[src/rtl/fp16_accumulator.sv]
// Half-precision accumulator: sums i_len products arriving on a valid/ready port
// through a four-cycle ALIGN/ADD/NORM loop, truncating and flushing denormals to zero.
module fp16_accumulator #(
  parameter int LEN_W = 8
) (
  input  logic             clk,
  input  logic             rst,
  input  logic             i_start,
  input  logic [LEN_W-1:0] i_len,
  input  logic [15:0]      i_prod,
  input  logic             i_prod_vld,
  input  logic             i_exception,
  input  logic             i_overflow,
  input  logic             i_underflow,
  output logic             o_ready,
  output logic             o_busy,
  output logic [15:0]      o_sum,
  output logic             o_sum_vld,
  output logic [3:0]       o_flags,
  output logic [2:0]       dbg_state
);

  // Handshake: an element transfers on a rising edge where i_prod_vld & o_ready;
  // o_ready is high only while waiting for the next element, so the producer may
  // hold i_prod_vld and the surplus cycles are counted as drops.

  typedef enum logic [2:0] {
    S_IDLE  = 3'd0,
    S_WAIT  = 3'd1,
    S_ALIGN = 3'd2,
    S_ADD   = 3'd3,
    S_NORM  = 3'd4,
    S_DONE  = 3'd5
  } state_t;

  state_t state, state_nxt;

  logic [LEN_W-1:0] count;
  logic [15:0]      acc, op;

  logic        al_sb, al_ss, al_spec, al_spec_s;
  logic [4:0]  al_exp;
  logic [10:0] al_mb, al_ms;

  logic        ad_s, ad_spec, ad_spec_s;
  logic [4:0]  ad_exp;
  logic [11:0] ad_man;

  // ALIGN combinational signals
  logic [4:0]  a_exp, o_exp, e_big, e_sml, e_diff;
  logic [10:0] a_man, o_man, m_big, m_sml, m_shf;
  logic        s_big, s_sml, c_spec, c_spec_s;

  // ADD combinational signals
  logic [11:0] c_man;
  logic        c_s;

  // NORM combinational signals
  logic [3:0]        lz;
  logic [10:0]       n_man;
  logic signed [6:0] n_exp;
  logic [15:0]       n_res;
  logic [2:0]        n_flags;
  logic [3:0]        flag_set;

  // State register
  always_ff @(posedge clk) begin
    if (rst) state <= S_IDLE;
    else     state <= state_nxt;
  end

  // Next-state logic
  always_comb begin
    state_nxt = state;
    case (state)
      S_IDLE:  if (i_start) state_nxt = (i_len == '0) ? S_DONE : S_WAIT;
      S_WAIT:  if (i_prod_vld) state_nxt = S_ALIGN;
      S_ALIGN: state_nxt = S_ADD;
      S_ADD:   state_nxt = S_NORM;
      S_NORM:  state_nxt = (count == LEN_W'(1)) ? S_DONE : S_WAIT;
      S_DONE:  state_nxt = S_IDLE;
      default: state_nxt = S_IDLE;
    endcase
  end

  // Output logic
  always_comb begin
    o_ready   = (state == S_WAIT);
    o_busy    = (state != S_IDLE);
    o_sum_vld = (state == S_DONE);
    dbg_state = state;
  end

  // Exponent compare and mantissa alignment; exponent 0 is flushed to zero.
  always_comb begin
    a_exp = acc[14:10];
    o_exp = op[14:10];
    a_man = (a_exp == 5'd0) ? 11'd0 : {1'b1, acc[9:0]};
    o_man = (o_exp == 5'd0) ? 11'd0 : {1'b1, op[9:0]};
    if (o_exp > a_exp) begin
      e_big = o_exp; m_big = o_man; s_big = op[15];
      e_sml = a_exp; m_sml = a_man; s_sml = acc[15];
    end else begin
      e_big = a_exp; m_big = a_man; s_big = acc[15];
      e_sml = o_exp; m_sml = o_man; s_sml = op[15];
    end
    e_diff   = e_big - e_sml;
    m_shf    = (e_diff >= 5'd12) ? 11'd0 : (m_sml >> e_diff);
    c_spec   = (a_exp == 5'h1F) || (o_exp == 5'h1F);
    c_spec_s = (a_exp == 5'h1F) ? acc[15] : op[15];
  end

  // Magnitude add or subtract; an exact cancel yields +0.
  always_comb begin
    c_s   = al_sb;
    c_man = 12'd0;
    if (al_sb == al_ss) begin
      c_man = {1'b0, al_mb} + {1'b0, al_ms};
    end else if (al_mb >= al_ms) begin
      c_man = {1'b0, al_mb} - {1'b0, al_ms};
    end else begin
      c_man = {1'b0, al_ms} - {1'b0, al_mb};
      c_s   = al_ss;
    end
    if (c_man == 12'd0) c_s = 1'b0;
  end

  // Normalise, then saturate to infinity or flush to signed zero.
  always_comb begin
    lz = 4'd0;
    for (int i = 0; i < 11; i++) begin
      if (ad_man[i]) lz = 4'(10 - i);
    end
    if (ad_man[11]) begin
      n_man = ad_man[11:1];
      n_exp = $signed({2'b00, ad_exp}) + 7'sd1;
    end else begin
      n_man = ad_man[10:0] << lz;
      n_exp = $signed({2'b00, ad_exp}) - $signed({3'b000, lz});
    end
    n_flags = 3'b000;
    if (ad_spec) begin
      n_res   = {ad_spec_s, 5'h1F, 10'h000};
      n_flags = 3'b100;
    end else if (ad_man == 12'd0) begin
      n_res = 16'h0000;
    end else if (n_exp >= 7'sd31) begin
      n_res   = {ad_s, 5'h1F, 10'h000};
      n_flags = 3'b010;
    end else if (n_exp < 7'sd1) begin
      n_res   = {ad_s, 15'h0000};
      n_flags = 3'b001;
    end else begin
      n_res = {ad_s, n_exp[4:0], n_man[9:0]};
    end
  end

  always_comb begin
    flag_set = 4'b0000;
    if (state == S_WAIT && i_prod_vld)
      flag_set[2:0] = {i_exception, i_overflow, i_underflow};
    if (state != S_IDLE && state != S_WAIT && i_prod_vld)
      flag_set[3] = 1'b1;
    if (state == S_NORM)
      flag_set[2:0] = flag_set[2:0] | n_flags;
  end

  // Datapath registers
  always_ff @(posedge clk) begin
    if (rst) begin
      count     <= '0;
      acc       <= 16'h0000;
      op        <= 16'h0000;
      o_sum     <= 16'h0000;
      o_flags   <= 4'b0000;
      al_sb     <= 1'b0;
      al_ss     <= 1'b0;
      al_spec   <= 1'b0;
      al_spec_s <= 1'b0;
      al_exp    <= 5'd0;
      al_mb     <= 11'd0;
      al_ms     <= 11'd0;
      ad_s      <= 1'b0;
      ad_spec   <= 1'b0;
      ad_spec_s <= 1'b0;
      ad_exp    <= 5'd0;
      ad_man    <= 12'd0;
    end else begin
      if (state == S_IDLE && i_start) o_flags <= 4'b0000;
      else                            o_flags <= o_flags | flag_set;
      case (state)
        S_IDLE: begin
          if (i_start) begin
            count <= i_len;
            acc   <= 16'h0000;
            if (i_len == '0) o_sum <= 16'h0000;
          end
        end
        S_WAIT: begin
          if (i_prod_vld) op <= i_prod;
        end
        S_ALIGN: begin
          al_sb     <= s_big;
          al_ss     <= s_sml;
          al_exp    <= e_big;
          al_mb     <= m_big;
          al_ms     <= m_shf;
          al_spec   <= c_spec;
          al_spec_s <= c_spec_s;
        end
        S_ADD: begin
          ad_s      <= c_s;
          ad_exp    <= al_exp;
          ad_man    <= c_man;
          ad_spec   <= al_spec;
          ad_spec_s <= al_spec_s;
        end
        S_NORM: begin
          acc   <= n_res;
          o_sum <= n_res;
          count <= count - LEN_W'(1);
        end
        default: ;
      endcase
    end
  end

endmodule

[config.mk]
export PLATFORM = sky130hd
export DESIGN_NAME = fp16_accumulator
export DESIGN_NICKNAME = d
export VERILOG_FILES = /design/src/rtl/fp16_accumulator.sv
export SDC_FILE = /design/constraint.sdc
export NUM_CORES = 1
export LEC_CHECK = 0
export ABC_AREA = 1
export CORE_ASPECT_RATIO = 0.75
export CORE_MARGIN = 10
export CORE_UTILIZATION = 50
export CTS_CLUSTER_DIAMETER = 100
export DETAILED_ROUTE_END_ITERATION = 8
export GPL_ROUTABILITY_DRIVEN = 0
export GPL_TIMING_DRIVEN = 0
export PLACE_DENSITY = 0.73
export SYNTH_ARGS = -nofsm -noshare
export SYNTH_HDL_FRONTEND = slang
export SYNTH_SLANG_ARGS = --single-unit
export TNS_END_PERCENT = 30
[constraint.sdc]
create_clock -name clk -period 4.77 [get_ports clk]
set_input_delay 0.954 -clock clk [delete_from_list [all_inputs] [get_ports clk]]
set_output_delay 0.954 -clock clk [all_outputs]
set_load 0.02 [all_outputs]
# Yosys cells after proc, flatten, opt, wreduce, memory -nomap -nowiden
# Cells that the tools add are included.
[word_totals]
reg_bits = 114
input_bits = 31
out_inout_bits = 26
word_cells = 116
[op_classes]
n_addsub = 7
n_lt_le_gt_ge = 5
eq_ne = 13
n_shift = 2
muxes = 51
bitwise = 2
reduce_logical = 18
[ops]
columns = ["cell", "n"]
rows = [
  ["two-way mux 16 bit", 5],
  ["one-hot mux 16 bit (2 select lines)", 2],
  ["two-way mux 11 bit", 5],
  ["two-way mux 4 bit", 11],
  ["two-way mux 15 bit", 2],
  ["logical NOT 12 bit", 2],
  ["two-way mux 12 bit", 2],
  ["subtractor 11 x 11 -> 12 bit", 2],
  ["two-way mux 3 bit", 7],
  ["one-hot mux 8 bit (2 select lines)", 1],
  ["one-hot mux 3 bit (5 select lines)", 1],
  ["adder 11 x 11 -> 12 bit", 1],
  ["greater-or-equal comparator 11 bit", 1],
  ["<< shifter 11 x 4 -> 10 bit", 1],
  [">> shifter 11 x 5 -> 11 bit", 1],
  ["equality test 5 bit (second input constant)", 2],
  ["logical NOT 5 bit", 2],
  ["two-way mux 10 bit", 1],
  ["two-way mux 5 bit", 2],
  ["equality test 8 x 1 -> 1 bit (second input constant)", 1],
  ["logical NOT 8 bit", 1],
  ["two-way mux 1 bit", 8],
  ["two-way mux 8 bit", 1],
  ["subtractor 8 x 1 -> 8 bit (second input constant)", 1],
  ["25 further kinds", 35],
]

# Longest topological paths before layout
# Gate-level depths: netlist of run 1.
[logic_depth]
word_depth = 21
depth_mapped = 25
depth_no_buf = 25

# Worst setup path after synthesis of run 1
# OpenSTA, ideal clock, no wires.
[synth_timing]
kind = "register to register"
from = "register ad_man[1]"
to = "register acc[2]"
arrival_time_ps = 2811
required_ps = 4699
path_slack_ps = 1888
path_stages_with_launch = 24
path_buffers = 0
synth_period_minus_slack_ps = 2882
cell_sequence = "dfxtp_1 -> inv_2 -> o21ai_1 -> nand2_1 -> nand2_1 -> nand2_1 -> nand2_1 -> nand3_2 -> nand2_4 -> ha_1 -> inv_1 -> fa_1 -> nand2_1 -> inv_1 -> o21ai_0 -> nand2_1 -> o21ai_0 -> xor2_1 -> inv_1 -> nand4_1 -> nand2_1 -> nor2_4 -> o211ai_1 -> a21oi_1"
[synth_between]
elab_chain_cells = 18
[synth_rtl]
columns = ["element", "line_no", "text"]
rows = [
  ["start, declared", "47", "logic [11:0] ad_man;"],
  ["start signal, assigned", "214", "ad_man <= c_man;"],
  ["two-way mux 4 bit (10 in series)", "132", "if (ad_man[i]) lz = 4'(10 - i);"],
  ["subtractor 5 x 4 -> 6 bit", "139", "n_exp = $signed({2'b00, ad_exp}) - $signed({3'b000, lz});"],
  ["two-way mux 7 bit", "134", "if (ad_man[11]) begin"],
  ["< comparator 7 x 2 -> 1 bit", "150", "end else if (n_exp < 7'sd1) begin"],
  ["two-way mux 15 bit", "150", ""],
  ["two-way mux 15 bit", "147", "end else if (n_exp >= 7'sd31) begin"],
  ["two-way mux 16 bit (*)", "145", "end else if (ad_man == 12'd0) begin"],
  ["two-way mux 16 bit (*)", "142", "if (ad_spec) begin"],
  ["one-hot mux 16 bit (2 select lines) (*)", "191", "case (state)"],
  ["end signal, assigned", "219", "acc <= n_res;"],
  ["end, declared", "39", "logic [15:0] acc, op;"],
]
# Mark *: on every way between the ends. The rest lies on a longest branch, timed or not.
# A chain may end at the register's enable or synchronous reset.

# Worst setup path after layout of run 1
[layout_timing]
from = "register ad_man[1]"
to = "register acc[6]"
# The elaborated chain is that of the path after synthesis.

==> flow_summary.json, run 1 <==
{
  "status": "completed",
  "fmax_mhz": 260,
  "track_usage": 0.244,
  "final_cell_count_no_fill": 1713,
  "core_um2": 16800,
  "drive_gt1_frac": 0.0614,
  "dp_slack_ps": 1140,
  "dr.pass1.iters": 7,
  "synthToLayoutAreaGrowth_pct": 17.6,
  "tightestPinTransition_ps": 868,
  "hp-class": "reg -> reg",
  "n_antenna_cell": 0,
  "rsz0062_at_grt": "false",
  "fin_nets": 1566,
  "drc": 0,
  "grt_pass1_wl_mm": 45.4,
  "cpLargestDelayFamily": "simple AND/OR/NAND/NOR gates",
  "hold_violations": 0,
  "power.density_nw_per_um2": 396,
  "synth_area_leader_cell": "dfxtp_1",
  "die_width_um": 171,
  "cts.htree.levels": 4,
  "cp_max_fo": 10,
  "fill_cells": 1598,
  "critPathKind": "reg -> reg",
  "timing.critical_path.to_type": "register",
  "crit_top_cell": "nand2_1",
  "hpwl_mm": 21.6,
  "synth-warning-count": 0,
  "cts_buffer_depth": 2,
  "setup_ws_ps": 927,
  "ys_async_sr_fraction": 0,
  "path_cells": "inv_2 > o21ai_1 > nand2_1 > nand2_1 > nand2_1 > nand2_1 > nand3_2 > nand2_4 > ha_1 > inv_1 > fa_1 > nand2_1 > inv_1 > o21ai_0 > nand2_1 > o21ai_0 > xor2_1 > inv_1 > nand4_1 > nand2_1 > nor2_4 > nand3_1 > a21oi_1",
  "io_pins": 57,
  "synth_cells": 1410,
  "cts_sinks": 114,
  "synth_top_area_frac": 0.266,
  "grt_pass1_vias": 8611,
  "critPathBufInv": 4,
  "crit_required_ps": 5090,
  "worst_path_largest_cell_delay_ps": 470,
  "root_buffer": "clkbuf_16",
  "io_buffers": 56,
  "routed_wl_mm": 28.0,
  "cts.clk_slew.worst_paths_ps": 60,
  "synth-edff-count": 0,
  "p_int_mw": 2.46,
  "worstPathArrival_ps": 4170,
  "via_per_inst": 5.63,
  "grt_max_degree": 17,
  "fin_crit_sh": 0.806,
  "cts_tree": "built",
  "cp-start-kind": "register",
  "syn_area_um2": 8580,
  "power_switching_mw": 1.54,
  "ir_drop_mv": 0.249,
  "maxCapViolations": 0,
  "ys_types": 45,
  "finalClockSkew_ps": 12.6,
  "dieHeight_um": 133,
  "post_cts_buffers": 0,
  "share_comb_of_total_power": 0.367,
  "setup-violations-final": 0,
  "syn-num-nets": 1491,
  "fin_crit_ps": 3840,
  "post-route-util": 0.600,
  "drt_iter0_drc": 1519,
  "maxSlewViolCount": 0,
  "ys_seq_area_frac": 0.266,
  "initial_core_util": 0.510,
  "total_power_mw": 4.00,
  "leakagePower_nw": 4.93,
  "ys_ff_latch": 114,
  "p_clk_frac": 0.373,
  "antenna_left": 0,
  "synth_most_common_cell": "nand2_1",
  "avgRoutedWirePerCell_um": 16.3,
  "cts_buffers": 17,
  "grt_overflow": 0,
  "crit_slowest_cell": "dfxtp_1",
  "antenna_found_initial": 0,
  "ys.flop_type": "dfxtp_1",
  "avgSynthCellArea_um2": 6.09,
  "vias": 9644,
  "setup_tns_ps": 0,
  "post_cts_resized": 0,
  "rows": 41,
  "max_slew_margin": 0.418,
  "synthTopCellsByArea": "dfxtp_1 (27%), nand2_1 (19%), nand3_1 (9.2%)",
  "dp_cells": 1681,
  "die-area_um2": 22900,
  "synth_commonest_cells": "nand2_1 (436), inv_1 (180), nand3_1 (158), dfxtp_1 (114), a21oi_1 (112)",
  "cts-hold-fix-buffers": 0,
  "swShare": 0.386,
  "sequentialPowerShare": 0.260,
  "clkLatencyLatePin_ps": 420
}
==> kinds of logic after synthesis <==
kind of cell	Yosys count	share of synthesized area
fa+ha+maj	50	0.0764
buf+inv	243	0.113
compound gates	230	0.148
mux	1	0.00117
flops	114	0.266
xor+xnor	18	0.0184
simple gates	754	0.378
==> stage by stage <==
stage | hold WS (ps) | cell area [µm²]
2_1_floorplan | 425 | 8580
3_3_place_gp | 440 | 9410
3_5_place_dp | 448 | 9410
4_1_cts | 456 | 10100
5_1_grt | 481 | 10100
6_report | 457 | 10100
==> flip-flops by register name (all words and copies together) (netlist names) <==
register and flops:
o_flags 4, dbg_state 3, ad_s 1, o_sum 16, al_exp 5, al_spec_s 1
ad_spec_s 1, ad_exp 5, acc 16, ad_man 12, al_ms 11, al_spec 1
count 8, al_ss 1, op 16, ad_spec 1, al_mb 11, al_sb 1
==> layout make-up <==
cell class                      instances  area, µm²  share of cell area
Clock inverter                         15        255              0.0253
Sequential cell                       114       2280               0.226
Timing Repair Buffer                   56        561              0.0555
Tap cell                              215        269              0.0267
Buffer                                 56        267              0.0264
Multi-Input combinational cell       1053       5330               0.528
Inverter                              187        702              0.0695
Clock buffer                           17        425              0.0421
==> placed cells by master, fill, tap and decap left out, types with 15 or more instances in the layout <==
| cell | count |
|---|---|
| a21oi_1 | 112 |
| xor2_1 | 15 |
| clkbuf_16 | 17 |
| nand3_1 | 158 |
| clkdlybuf4s50_1 | 56 |
| nor2_1 | 95 |
| clkbuf_1 | 33 |
| ha_1 | 46 |
| nand2_1 | 436 |
| o21ai_0 | 73 |
| inv_1 | 180 |
| dfxtp_1 | 114 |
| nand4_1 | 18 |
| o211ai_1 | 15 |
==> power groups by stage <==
stage	registers (mW)	clock network (mW)	logic [mW]
global route	1.04	1.53	1.64
floorplan	1.05	0	1.07
detailed placement	1.06	0	1.41
global placement	1.06	0	1.40
finish	1.04	1.49	1.47
CTS	1.04	1.49	1.42
==> final timing paths <==
kind / startpoint / endpoint / slack, ps / cells past startpoint
hold / removal: ad_spec_s$_SDFFE_PP0P_ / ad_spec_s$_SDFFE_PP0P_ / 460 / 2
setup reg to reg: ad_man[1]$_SDFFE_PP0P_ / acc[6]$_SDFFE_PP0P_ / 930 / 23
setup / recovery: ad_man[1]$_SDFFE_PP0P_ / acc[6]$_SDFFE_PP0P_ / 930 / 23
hold reg to reg: ad_spec_s$_SDFFE_PP0P_ / ad_spec_s$_SDFFE_PP0P_ / 460 / 2
==> per-layer routing <==
| layer | share of wire | GRT usage | wire length, µm |
|---|---|---|---|
| met2 | 0.40 | 0.347 | 11300 |
| met1 | 0.47 | 0.357 | 13200 |
| met4 | 0.019 | 0.0578 | 534 |
| met5 | 0 | 0 | 0 |
| met3 | 0.10 | 0.0573 | 2930 |
==> worst min-delay path: stages, from the launching register on <==
cell	delay, ps
dfxtp_1	290
inv_1	60
a21oi_1	60
Note: power is estimated with default switching activity, not from simulation.
==> run 2, diff against run 1 <==
--- a/config.mk
+++ b/config.mk
@@ -13,7 +13,7 @@
 export DETAILED_ROUTE_END_ITERATION = 8
 export GPL_ROUTABILITY_DRIVEN = 0
 export GPL_TIMING_DRIVEN = 0
-export PLACE_DENSITY = 0.73
+export PLACE_DENSITY = 0.76
 export SYNTH_ARGS = -nofsm -noshare
 export SYNTH_HDL_FRONTEND = slang
 export SYNTH_SLANG_ARGS = --single-unit
==> constraint.sdc (replaced) <==
create_clock -name clk -period 3.15 [get_ports clk]
set_input_delay 0.63 -clock clk [delete_from_list [all_inputs] [get_ports clk]]
set_output_delay 0.63 -clock clk [all_outputs]
set_load 0.02 [all_outputs]
==> run 2 against run 1 <==
  * The run now ends with negative setup slack left
  * Critical path depth grew 2
  * Worst hold slack got worse by 5.4 ps
  * Sequential share of layout area is 0.42 points lower
  * Global-route usage decreased by 0.40 points
  * Critical path type unchanged
==> flow_summary.json, run 2 (synthesized netlist as in run 1, its figures left out) <==
{
  "status": "finished with violations",
  "violations": "negative setup slack",
  "synthToLayoutAreaGrowth_pct": 20.1,
  "clkLatencyLatePin_ps": 430,
  "cts_sinks": 114,
  "final_cell_count_no_fill": 1726,
  "maxCapViolations": 0,
  "place_area_um2": 9410,
  "grt_overflow": 0,
  "hp-class": "reg -> reg",
  "antenna_left": 0,
  "worstPathArrival_ps": 3540,
  "io_pins": 57,
  "cp_max_fo": 6,
  "timing.critical_path.to_type": "register",
  "via_per_inst": 5.65,
  "worst_path_largest_cell_delay_ps": 380,
  "root_buffer": "clkbuf_16",
  "critPathKind": "reg -> reg",
  "reg2reg_slack_ps": -50,
  "dr.pass1.iters": 8,
  "hold_violations": 0,
  "met3_usage": 0.0525,
  "grt_pass1_vias": 8615,
  "dp_slack_ps": -439,
  "crit_cells": 25,
  "cts_buffers": 17,
  "rsz0062_at_grt": "true",
  "critPathBufInv": 6,
  "min_to": "ad_spec_s$_SDFFE_PP0P_",
  "crit_slowest_cell": "dfxtp_4",
  "cts.htree.levels": 4,
  "cpLargestDelayFamily": "simple AND/OR/NAND/NOR gates",
  "crit_top_cell": "nand2_1",
  "post-route-util": 0.613,
  "fmax_mhz": 313,
  "power.density_nw_per_um2": 587,
  "setup_ws_ps": -48.1,
  "r2r-end": "acc[7]$_SDFFE_PP0P_",
  "cts_buffer_depth": 2,
  "fill_cells": 1602,
  "finalClockSkew_ps": 13.5,
  "fin_crit_sh": 1.02,
  "grt_use_met1": 0.349,
  "avgRoutedWirePerCell_um": 16.4,
  "grt_pass1_wl_mm": 44.4,
  "cts.clk_slew.worst_paths_ps": 60,
  "antenna_found_initial": 0,
  "drive_gt1_frac": 0.0874,
  "total_power_mw": 6.05,
  "r2r_cells": 25,
  "io_buffers": 56,
  "die-area_um2": 22900,
  "vias": 9760,
  "fin_nets": 1580,
  "tightestPinTransition_ps": 788,
  "drc": 0,
  "maxSlewViolCount": 0,
  "reg2reg_from": "ad_man[1]$_SDFFE_PP0P_",
  "hpwl_mm": 21.3,
  "min-delay-start": "ad_spec_s$_SDFFE_PP0P_",
  "final_cell_mix": "nand2_1 (429), inv_1 (179), nand3_1 (156)",
  "drt_iter0_drc": 1579,
  "setup-violations-final": 4,
  "max_slew_margin": 0.472,
  "cts_tree": "built",
  "setup_tns_ps": -145,
  "leakagePower_nw": 5.02,
  "seq_area_um2": 2290,
  "fin_crit_ps": 3200,
  "final_common_cell": "nand2_1",
  "ir_drop_mv": 0.342,
  "cp-start-kind": "register",
  "reg_top3": "acc (16), o_sum (16), op (16)",
  "crit_required_ps": 3490,
  "routed_wl_mm": 28.3,
  "timing.hold.ws_ps": 451,
  "grt_max_degree": 17,
  "multi_input_area_um2": 5460,
  "die_width_um": 171,
  "core_um2": 16800,
  "dp_cells": 1681,
  "rows": 41,
  "final_area_um2": 10300,
  "cts-hold-fix-buffers": 0,
  "holdPathStages": 2,
  "track_usage": 0.240,
  "dieHeight_um": 133,
  "n_antenna_cell": 0,
  "grtUsageMet2": 0.343,
  "top_usage_layer": "met1",
  "initial_core_util": 0.510
}
## run 2: cell count changes in the layout (fill, tap and decap cells not counted), moves of 3 or more
cell     delta
nand2_2     +6
a21oi_1     -6
nand2_1     -7
dfxtp_1     -3
a21oi_2     +6
buf_4      +13
o21ai_0     -3
## run 2: metal layers
metal | vias up | wire (µm)
li1 | 4740 | -
met1 | 4407 | 13000
met2 | 547 | 11600
met3 | 66 | 3050
met4 | 0 | 659
met5 | - | 0
## run 2: power by group
group	internal [mW]	total (mW)	switching, mW
clock	1.42	2.16	0.736
combinational	0.782	2.32	1.54
sequential	1.51	1.57	0.0647
total	3.71	6.05	2.34
## run 2: worst register-to-register path: stages (launching register included)
cell	delay, ps
dfxtp_4	380
inv_4	40
o21ai_2	110
nand2_1	60
nand2_1	60
nand2_1	60
nand2_2	80
nand3_4	80
nand2_4	110
ha_4	150
inv_4	40
fa_2	350
nand2_1	60
inv_1	50
o21ai_1	130
nand2_1	90
o21ai_2	70
xor2_1	200
inv_1	80
nand4_1	140
nand2_4	100
nor2_4	200
buf_4	150
buf_6	80
nand3_2	110
a21oi_2	140
## run 2: what timing repair did
action,in CTS,in global routing
buffers inserted,6,8
pin swaps,6,14
resized for setup,11,33
endpoints found under the hold margin,0,0
endpoints found under the setup margin,28,40
## run 2: cell type report
type                    instances  share of cell area
plain buffers                  56              0.0266
clock buffers                  18              0.0426
clock inverters                13              0.0203
inverters                     187              0.0686
multi-input cells            1053               0.529
flip-flops and latches        114               0.222
well taps                     215              0.0261
repair buffers                 70              0.0649
## run 2: worst max path at each step
stage	startpoint	end	slack, ps
after floorplan	ad_man[1]$_SDFFE_PP0P_	acc[2]$_SDFFE_PP0P_	270
final	ad_man[1]$_SDFFE_PP0P_	acc[7]$_SDFFE_PP0P_	-50
after global placement	ad_man[1]$_SDFFE_PP0P_	acc[2]$_SDFFE_PP0P_	-410
after global routing	ad_man[2]$_SDFFE_PP0P_	acc[2]$_SDFFE_PP0P_	-250
after detailed placement	ad_man[1]$_SDFFE_PP0P_	o_sum[2]$_SDFFE_PP0P_	-440
after CTS	ad_man[1]$_SDFFE_PP0P_	o_sum[2]$_SDFFE_PP0P_	3
